`src/rtl/ifetch_align_pkg.sv`:
```
// ----------------------------------------------------------------------------
// Shared definitions for the instruction realigner.
//
//   trap_causes  : fetch-side exception cause codes.
//   ifetch_types : instruction/address widths and the halfword queue entry
//                  type (ifetch_hw_t) plus a small constructor helper.
//
// Configuration macro used by the realigner: ISA_C_EN (compressed ISA).
// Nothing in this file depends on it.
// ----------------------------------------------------------------------------

package trap_causes;

    localparam logic [3:0] EXC_INSTR_ADDR_MISALIGNED = 4'd0;
    localparam logic [3:0] EXC_INSTR_ACCESS_FAULT    = 4'd1;
    localparam logic [3:0] EXC_INSTR_PAGE_FAULT      = 4'd12;

endpackage : trap_causes

package ifetch_types;

    localparam int ILEN = 32;
    localparam int ALEN = 32;

    // One buffered halfword with the fault status of the word it came from.
    typedef struct packed {
        logic [15:0] data;
        logic        exc;
        logic [3:0]  cause;
    } ifetch_hw_t;

    function automatic ifetch_hw_t make_hw(
        input logic [15:0] data,
        input logic        exc,
        input logic [3:0]  cause
    );
        ifetch_hw_t hw;
        hw.data  = data;
        hw.exc   = exc;
        hw.cause = cause;
        return hw;
    endfunction

endpackage : ifetch_types

```
`src/rtl/ifetch_align_hwq.sv`:
```
// ----------------------------------------------------------------------------
// ifetch_align_hwq : 3-entry halfword queue for the instruction realigner.
//
// Entry 0 is always the head. A pop removes 0/1/2 entries from the head and a
// push appends 0/1/2 entries behind whatever survives the pop, all in the same
// cycle. The caller guarantees it never pops more than it holds and never
// pushes beyond three entries.
//
// Ports:
//   clk        : clock
//   rst_i      : synchronous active-high reset (empties the queue)
//   clear_i    : synchronous clear (pipeline redirect), same effect as reset
//   push_n_i   : number of halfwords to append (0..2)
//   push_hw0_i : first halfword appended
//   push_hw1_i : second halfword appended (used when push_n_i == 2)
//   pop_n_i    : number of halfwords to remove from the head (0..2)
//   count_o    : current occupancy (0..3)
//   head0_o    : entry 0 (head)
//   head1_o    : entry 1
//
// Configuration macro of the enclosing block: ISA_C_EN (not used here).
// ----------------------------------------------------------------------------

module ifetch_align_hwq
    import ifetch_types::*;
(
    input  logic       clk,
    input  logic       rst_i,
    input  logic       clear_i,
    input  logic [1:0] push_n_i,
    input  ifetch_hw_t push_hw0_i,
    input  ifetch_hw_t push_hw1_i,
    input  logic [1:0] pop_n_i,
    output logic [1:0] count_o,
    output ifetch_hw_t head0_o,
    output ifetch_hw_t head1_o
);

    logic [1:0]       count_q;
    logic [2:0]       count_d;
    logic [2:0]       base;
    ifetch_hw_t [2:0] entries_q;
    ifetch_hw_t [2:0] entries_d;
    ifetch_hw_t [2:0] shifted;

    // Occupancy left after the pop; new halfwords land at this slot.
    assign base    = {1'b0, count_q} - {1'b0, pop_n_i};
    assign count_d = base + {1'b0, push_n_i};

    // Queue contents after removing pop_n_i entries from the head. Slots past
    // the survivors are filled with stale data; they are either overwritten
    // by a push or lie beyond count.
    always_comb begin
        case (pop_n_i)
            2'd1:    shifted = {entries_q[2], entries_q[2:1]};
            2'd2:    shifted = {entries_q[2], entries_q[2], entries_q[2]};
            default: shifted = entries_q;
        endcase
    end

    for (genvar gi = 0; gi < 3; gi++) begin : g_slot
        localparam logic [2:0] SLOT = 3'(gi);

        assign entries_d[gi] =
            ((push_n_i != 2'd0) && (SLOT == base))        ? push_hw0_i :
            ((push_n_i == 2'd2) && (SLOT == base + 3'd1)) ? push_hw1_i :
                                                            shifted[gi];
    end

    always_ff @(posedge clk) begin
        if (rst_i || clear_i) begin
            count_q <= 2'd0;
        end else begin
            count_q <= count_d[1:0];
        end
    end

    // Payload needs no reset: it is only meaningful below count.
    always_ff @(posedge clk) begin
        entries_q <= entries_d;
    end

    assign count_o = count_q;
    assign head0_o = entries_q[0];
    assign head1_o = entries_q[1];

`ifndef SYNTHESIS
    a_count_max: assert property (@(posedge clk) disable iff (rst_i || clear_i)
        count_d <= 3'd3);
`endif

endmodule : ifetch_align_hwq

```
`src/rtl/ifetch_align.sv`:
```
// ----------------------------------------------------------------------------
// ifetch_align : instruction realigner between fetch and decode_decompress.
//
// Takes 32-bit word-aligned fetch words, buffers them as halfwords and emits
// whole instructions (16-bit compressed or 32-bit, possibly straddling two
// fetch words) with their address, next address and fetch fault status.
// Handshake uses prev_stalled/stall_prev towards fetch and
// next_stalled/stall_next towards decompress.
//
// Ports:
//   clk, rst              : clock, synchronous active-high reset
//   flush                 : redirect; empties the buffer, clears fault lock
//   prev_stalled          : fetch has no valid word this cycle
//   next_stalled          : decompress not accepting this cycle
//   stall_prev            : this block will not take a word this cycle
//   stall_next            : outputs are not valid this cycle
//   fetch_exception       : fetch word faulted
//   fetch_trap_cause[3:0] : fault cause of the fetch word
//   fetch_data[31:0]      : fetch word
//   fetch_addr[ALEN-1:0]  : fetch word address (bit 1 set only for a
//                           halfword redirect target)
//   ifetch_exception      : emitted instruction carries a fetch fault
//   ifetch_trap_cause[3:0]: cause of the first faulting halfword
//   instruction[ILEN-1:0] : emitted instruction
//   instruction_addr      : address of the emitted instruction
//   instruction_next_addr : address following the emitted instruction
//
// Configuration macro ISA_C_EN:
//   defined   - compressed instructions are recognised from the head opcode.
//   undefined - every head is full width; a halfword-target fetch pushes a
//               single faulting halfword with a misaligned-address cause.
// ----------------------------------------------------------------------------

module ifetch_align
    import ifetch_types::*;
    import trap_causes::*;
(
    input  logic            clk,
    input  logic            rst,
    input  logic            flush,
    input  logic            prev_stalled,
    input  logic            next_stalled,
    output logic            stall_prev,
    output logic            stall_next,
    input  logic            fetch_exception,
    input  logic [3:0]      fetch_trap_cause,
    input  logic [31:0]     fetch_data,
    input  logic [ALEN-1:0] fetch_addr,
    output logic            ifetch_exception,
    output logic [3:0]      ifetch_trap_cause,
    output logic [ILEN-1:0] instruction,
    output logic [ALEN-1:0] instruction_addr,
    output logic [ALEN-1:0] instruction_next_addr
);

    logic [1:0]      count;
    ifetch_hw_t      head0;
    ifetch_hw_t      head1;
    logic            head_compressed;
    logic            unit1;
    logic            avail;
    logic            fire;
    logic            push;
    logic [1:0]      pop_n;
    logic [1:0]      push_n;
    logic [1:0]      count_after_pop;
    ifetch_hw_t      push_hw0;
    ifetch_hw_t      push_hw1;
    logic            lock_q;
    logic            lock_d;
    logic [ALEN-1:0] addr_q;
    logic [ALEN-1:0] addr_d;

    ifetch_align_hwq u_hwq (
        .clk        (clk),
        .rst_i      (rst),
        .clear_i    (flush),
        .push_n_i   (push_n),
        .push_hw0_i (push_hw0),
        .push_hw1_i (push_hw1),
        .pop_n_i    (pop_n),
        .count_o    (count),
        .head0_o    (head0),
        .head1_o    (head1)
    );

    // ---------------- length decode ----------------
`ifdef ISA_C_EN
    assign head_compressed = (head0.data[1:0] != 2'b11);
`else
    assign head_compressed = 1'b0;
`endif

    // A faulting head carries no trustworthy opcode, so it always leaves as
    // a 2-byte unit rather than waiting for a second halfword.
    assign unit1 = head0.exc | head_compressed;
    assign avail = ((count != 2'd0) && unit1) || (count >= 2'd2);

    // ---------------- handshake ----------------
    assign stall_next      = lock_q | ~avail;
    assign fire            = ~stall_next & ~next_stalled;
    assign pop_n           = !fire ? 2'd0 : (unit1 ? 2'd1 : 2'd2);
    assign count_after_pop = count - pop_n;
    // Accept only when the post-pop occupancy leaves room for a full word.
    // This makes next_stalled -> stall_prev combinational by design.
    assign stall_prev      = lock_q | (count_after_pop > 2'd1);
    assign push            = ~prev_stalled & ~stall_prev & ~flush;

    // ---------------- push slicing ----------------
    always_comb begin
        push_hw0 = make_hw(fetch_data[15:0], fetch_exception, fetch_trap_cause);
        push_hw1 = make_hw(fetch_data[31:16], fetch_exception, fetch_trap_cause);
        push_n   = push ? 2'd2 : 2'd0;
        if (fetch_addr[1]) begin
            // Halfword redirect target: the low half precedes the target.
            push_n = push ? 2'd1 : 2'd0;
`ifdef ISA_C_EN
            push_hw0 = make_hw(fetch_data[31:16], fetch_exception, fetch_trap_cause);
`else
            push_hw0 = make_hw(fetch_data[31:16], 1'b1, EXC_INSTR_ADDR_MISALIGNED);
`endif
        end
    end

    // ---------------- outputs ----------------
    assign instruction           = {head1.data, head0.data};
    assign instruction_addr      = addr_q;
    assign instruction_next_addr = addr_q + (unit1 ? ALEN'(2) : ALEN'(4));
    assign ifetch_exception      = unit1 ? head0.exc : (head0.exc | head1.exc);
    assign ifetch_trap_cause     = head0.exc ? head0.cause : head1.cause;

    // ---------------- head address and fault lock ----------------
    always_comb begin
        addr_d = addr_q;
        lock_d = lock_q;
        if (fire) begin
            addr_d = instruction_next_addr;
            if (ifetch_exception) begin
                lock_d = 1'b1;
            end
        end
        // The pushed word becomes the head when nothing survives the pop.
        if (push && (count_after_pop == 2'd0)) begin
            addr_d = fetch_addr;
        end
    end

    always_ff @(posedge clk) begin
        if (rst || flush) begin
            lock_q <= 1'b0;
        end else begin
            lock_q <= lock_d;
        end
    end

    always_ff @(posedge clk) begin
        if (rst) begin
            addr_q <= '0;
        end else begin
            addr_q <= addr_d;
        end
    end

`ifndef SYNTHESIS
    // Fetch must continue at the word following the buffered tail.
    a_contiguous: assert property (@(posedge clk) disable iff (rst)
        (push && (count != 2'd0)) |->
            (fetch_addr == ((addr_q + ALEN'({count, 1'b0})) & ~ALEN'(3))));
`endif

endmodule : ifetch_align

```
`config.mk`:
```
export PLATFORM = sky130hd
export DESIGN_NAME = ifetch_align
export DESIGN_NICKNAME = d
export VERILOG_FILES = /design/src/rtl/ifetch_align_pkg.sv /design/src/rtl/ifetch_align_hwq.sv /design/src/rtl/ifetch_align.sv
export SDC_FILE = /design/constraint.sdc
export NUM_CORES = 1
export LEC_CHECK = 0
export CORE_MARGIN = 2
export CORE_UTILIZATION = 35
export CTS_CLUSTER_DIAMETER = 200
export CTS_CLUSTER_SIZE = 28
export DETAILED_ROUTE_END_ITERATION = 10
export PLACE_DENSITY = 0.69
export SYNTH_ARGS = -nofsm -noshare
export SYNTH_HDL_FRONTEND = slang
export SYNTH_SLANG_ARGS = --single-unit
```
`constraint.sdc`:
```
create_clock -name clk -period 3.9 [get_ports clk]
set_clock_uncertainty 0.2 [all_clocks]
set_input_delay 0.39 -clock clk [delete_from_list [all_inputs] [get_ports clk]]
set_output_delay 0.39 -clock clk [all_outputs]
set_load 0.02 [all_outputs]
```
==> metrics <==
hold_ws 276 ps; fraction of synthesis flops using an asynchronous set or reset pin 0%; cell area after synthesis 0.00602 mm^2; number of remaining DRC errors 0; clock tree from TritonCTS yes; number of warnings issued by yosys 0; maximum resistive drop on vdd 0.254 mV; net switching power figure 0.000851 W; cell internal pwr 0.00199 W; number of buffers added to fix hold violations after cts 0; number of max-capacitance violations reported 0; H-tree depth reported by CTS 3; depth of the worst register-to-register path 12; pin count of the biggest net entering global routing 62; pre-CTS WS 79.5 ps; final critical-path setup slack 151 ps; total of cells resized after clock tree synthesis 1; Logic pwr share 25.6%; remaining antenna violation count after routing 0; Synthesized Nets 674; number of library cell types mapped by synthesis 51; die width 135 um; Core Region 0.0167 mm^2; Post-synth EDFFs 63; I/O pin cnt 177; Crit Path Max Fanout 8; depth of the worst hold-timing path 2; final period utilization 96.1%; signed area change from the synthesized netlist to the final layout 35.5%; count of final max-slew check failures 0; Mapped Avg Cell Area 10.2 um^2; Die Y-Extent 135 um; global-route wire length before repair 26.7 mm; WL/cell 17.6 um; Critical Path Source Type register; Worst Path Arrival 3160 ps; reg-to-reg critical path startpoint u_hwq.head0_o[4]; # Post-CTS Setup Buffers 0; Mapped Cells 593; post-detail-place hpwl 12.5 mm; leakage power 2.77 nW; element type at the critical path end output port; overall routed net length 16.9 mm; pin slew with the least headroom to its limit 629 ps; standard-cell rows 47; initial antenna violation count 0; final hold vios 0; number of synthesized register bits 98; Switching Fraction 29.9%; Initial Utilization 36.1%; count of input and output buffers 176; post-route design area 0.00816 mm^2; ratio of cells with drive above 1 in the final layout 13.7%; post-synthesis sequential area ratio 43.0%; detailed-router iteration count before antenna repair 8; area of placed instances 0.00787 mm^2; worst endpoint required time 3310 ps; DRC violation total after the first TritonRoute iteration 368; vias per inst 5.16; startpoint of the worst hold path instruction_addr[0]; max-slew headroom at the worst pin 57.9%; setup violation total in the final timing report 0; Pwr per Cell Area 348 mW/mm^2; hold crit path type register to register; vias in the first global route 4871; worst-skew pair later-pin latency 360 ps; outcome complete, no violations; Max Fclk 267 MHz; Top FF cell, synth edfxtp_1; sequential fraction of design power 44.4%; overflow left after global routing 0; shortest period the worst path allows 3750 ps; Final nets 814; largest buffer count on any clock path 2; area of the die 0.0183 mm^2; Worst Setup SP u_hwq.head0_o[4]; clock power share 30.0%; CP Class register to output port; root buf cell clkbuf_16; number of buffers added by the clock tree synthesis step 9; antenna cell count 0; placer's final routability congestion estimate 0.936; clock-pin slew of the registers on the worst-case setup and hold paths 70 ps; clock sinks 98; setup_tns 0 ps; overall global routing resource usage 18.8%; number of vias in the routed layout 4939
cell usage in the layout, fill, tap and decap left out, types with 3 or more instances in the layout:
| master | instances |
|---|---|
| mux2_4 | 8 |
| and3_1 | 10 |
| o21ai_0 | 34 |
| mux2i_1 | 37 |
| inv_1 | 7 |
| ha_1 | 4 |
| clkdlybuf4s50_1 | 176 |
| buf_12 | 3 |
| or3_1 | 5 |
| mux2_2 | 28 |
| nand3_1 | 20 |
| nor2_1 | 43 |
| nand4_1 | 11 |
| nor3_1 | 13 |
| a22o_1 | 4 |
| edfxtp_1 | 63 |
| a211oi_1 | 24 |
| inv_6 | 3 |
| dfxtp_1 | 35 |
| a21oi_1 | 6 |
| buf_4 | 21 |
| nand2_1 | 56 |
| and4_1 | 4 |
| a311oi_1 | 4 |
| nor4_2 | 3 |
| nor4_1 | 4 |
| and2_1 | 5 |
| xnor2_1 | 30 |
| xor2_1 | 26 |
| o21ai_1 | 4 |
| clkbuf_16 | 9 |
logic make-up after synthesis:
| group | Yosys count | share of synthesized area (%) |
|---|---|---|
| simple gates | 199 | 17.4 |
| flops | 98 | 43.0 |
| compound gates | 82 | 8.56 |
| buf+inv | 78 | 7.77 |
| mux | 73 | 13.4 |
| xor+xnor | 56 | 8.14 |
| fa+ha+maj | 7 | 1.70 |
metrics by stage:
step / total power, W / util [%] / std cells
floorplan: 0.00167 / - / 593
global placement: 0.00200 / 47.1 / 942
detailed placement: 0.00201 / 47.1 / 942
CTS: 0.00287 / 48.8 / 958
global route: 0.00297 / 48.9 / 958
finish: 0.00284 / 48.9 / 958
power by group through the flow:
| stage | Clock, W | Sequential (W) | Combinational [W] |
|---|---|---|---|
| 5_1_grt | 0.000922 | 0.00127 | 0.000777 |
| 3_3_place_gp | 0 | 0.00128 | 0.000715 |
| 6_report | 0.000852 | 0.00126 | 0.000728 |
| 3_5_place_dp | 0 | 0.00128 | 0.000725 |
| 4_1_cts | 0.000877 | 0.00126 | 0.000729 |
| 2_1_floorplan | 0 | 0.00130 | 0.000375 |
area by class of cell:
| cell class | instances | area, um^2 |
|---|---|---|
| clock buffer | 10 | 229 |
| multi-input combinational | 417 | 3010 |
| timing repair buffer | 200 | 1980 |
| fill | 1527 | 8540 |
| tap | 220 | 275 |
| sequential | 98 | 2590 |
| clock inverter | 6 | 48.8 |
| inverter | 7 | 26.3 |
sequential cells by signal (all words and copies together), names as in the netlist:
signal            cells
instruction_addr     32
u_hwq.head0_o        21
u_hwq.head1_o        21
lock_q                1
u_hwq.count_o         2
u_hwq.entries_q      21
routing by layer:
layer	vias up	part of all wire, %	track usage (%)
li1	2390	-	-
met1	2329	42	24.1
met2	192	49	31.5
met3	28	6.1	3.78
met4	0	2.5	7.29
met5	-	0	0
path summary, 6_finish.rpt:
check	endpoint	slack, ps
hold / removal	instruction_addr[0]	280
setup / recovery	instruction_next_addr[29]	150
setup reg to reg	u_hwq.head1_o[4]	350
hold reg to reg	instruction_addr[0]	280
worst max-delay path, stage by stage (launching register included):
cell and delay, ps:
edfxtp_1 360, buf_4 200, ha_1 230, fa_2 270
and3_1 260, nand2_1 150, or3_4 390, nor2_1 150
xor2_1 180, clkdlybuf4s50_1 620
cell usage after synthesis (all sizes together) (5+ instances only):
library cell / n / area share [%]
edfxtp: 63 / 31
nand2: 59 / 3.8
buf: 53 / 6.2
nor2: 47 / 3.1
o21ai: 38 / 3.2
mux2i: 37 / 6.1
mux2: 36 / 7.2
dfxtp: 35 / 12
xnor2: 30 / 4.4
xor2: 26 / 3.8
a211oi: 24 / 3.0
nand3: 21 / 1.7
clkbuf: 18 / 1.1
nor3: 14 / 1.2
nand4: 12 / 1.3
and3: 11 / 1.1
a21oi: 8 / 0.73
nor4: 8 / 1.4
inv: 7 / 0.44
and2: 6 / 0.62
or3: 6 / 0.71
ha: 5 / 1.0
No activity file was read; power rests on OpenSTA's default activity.
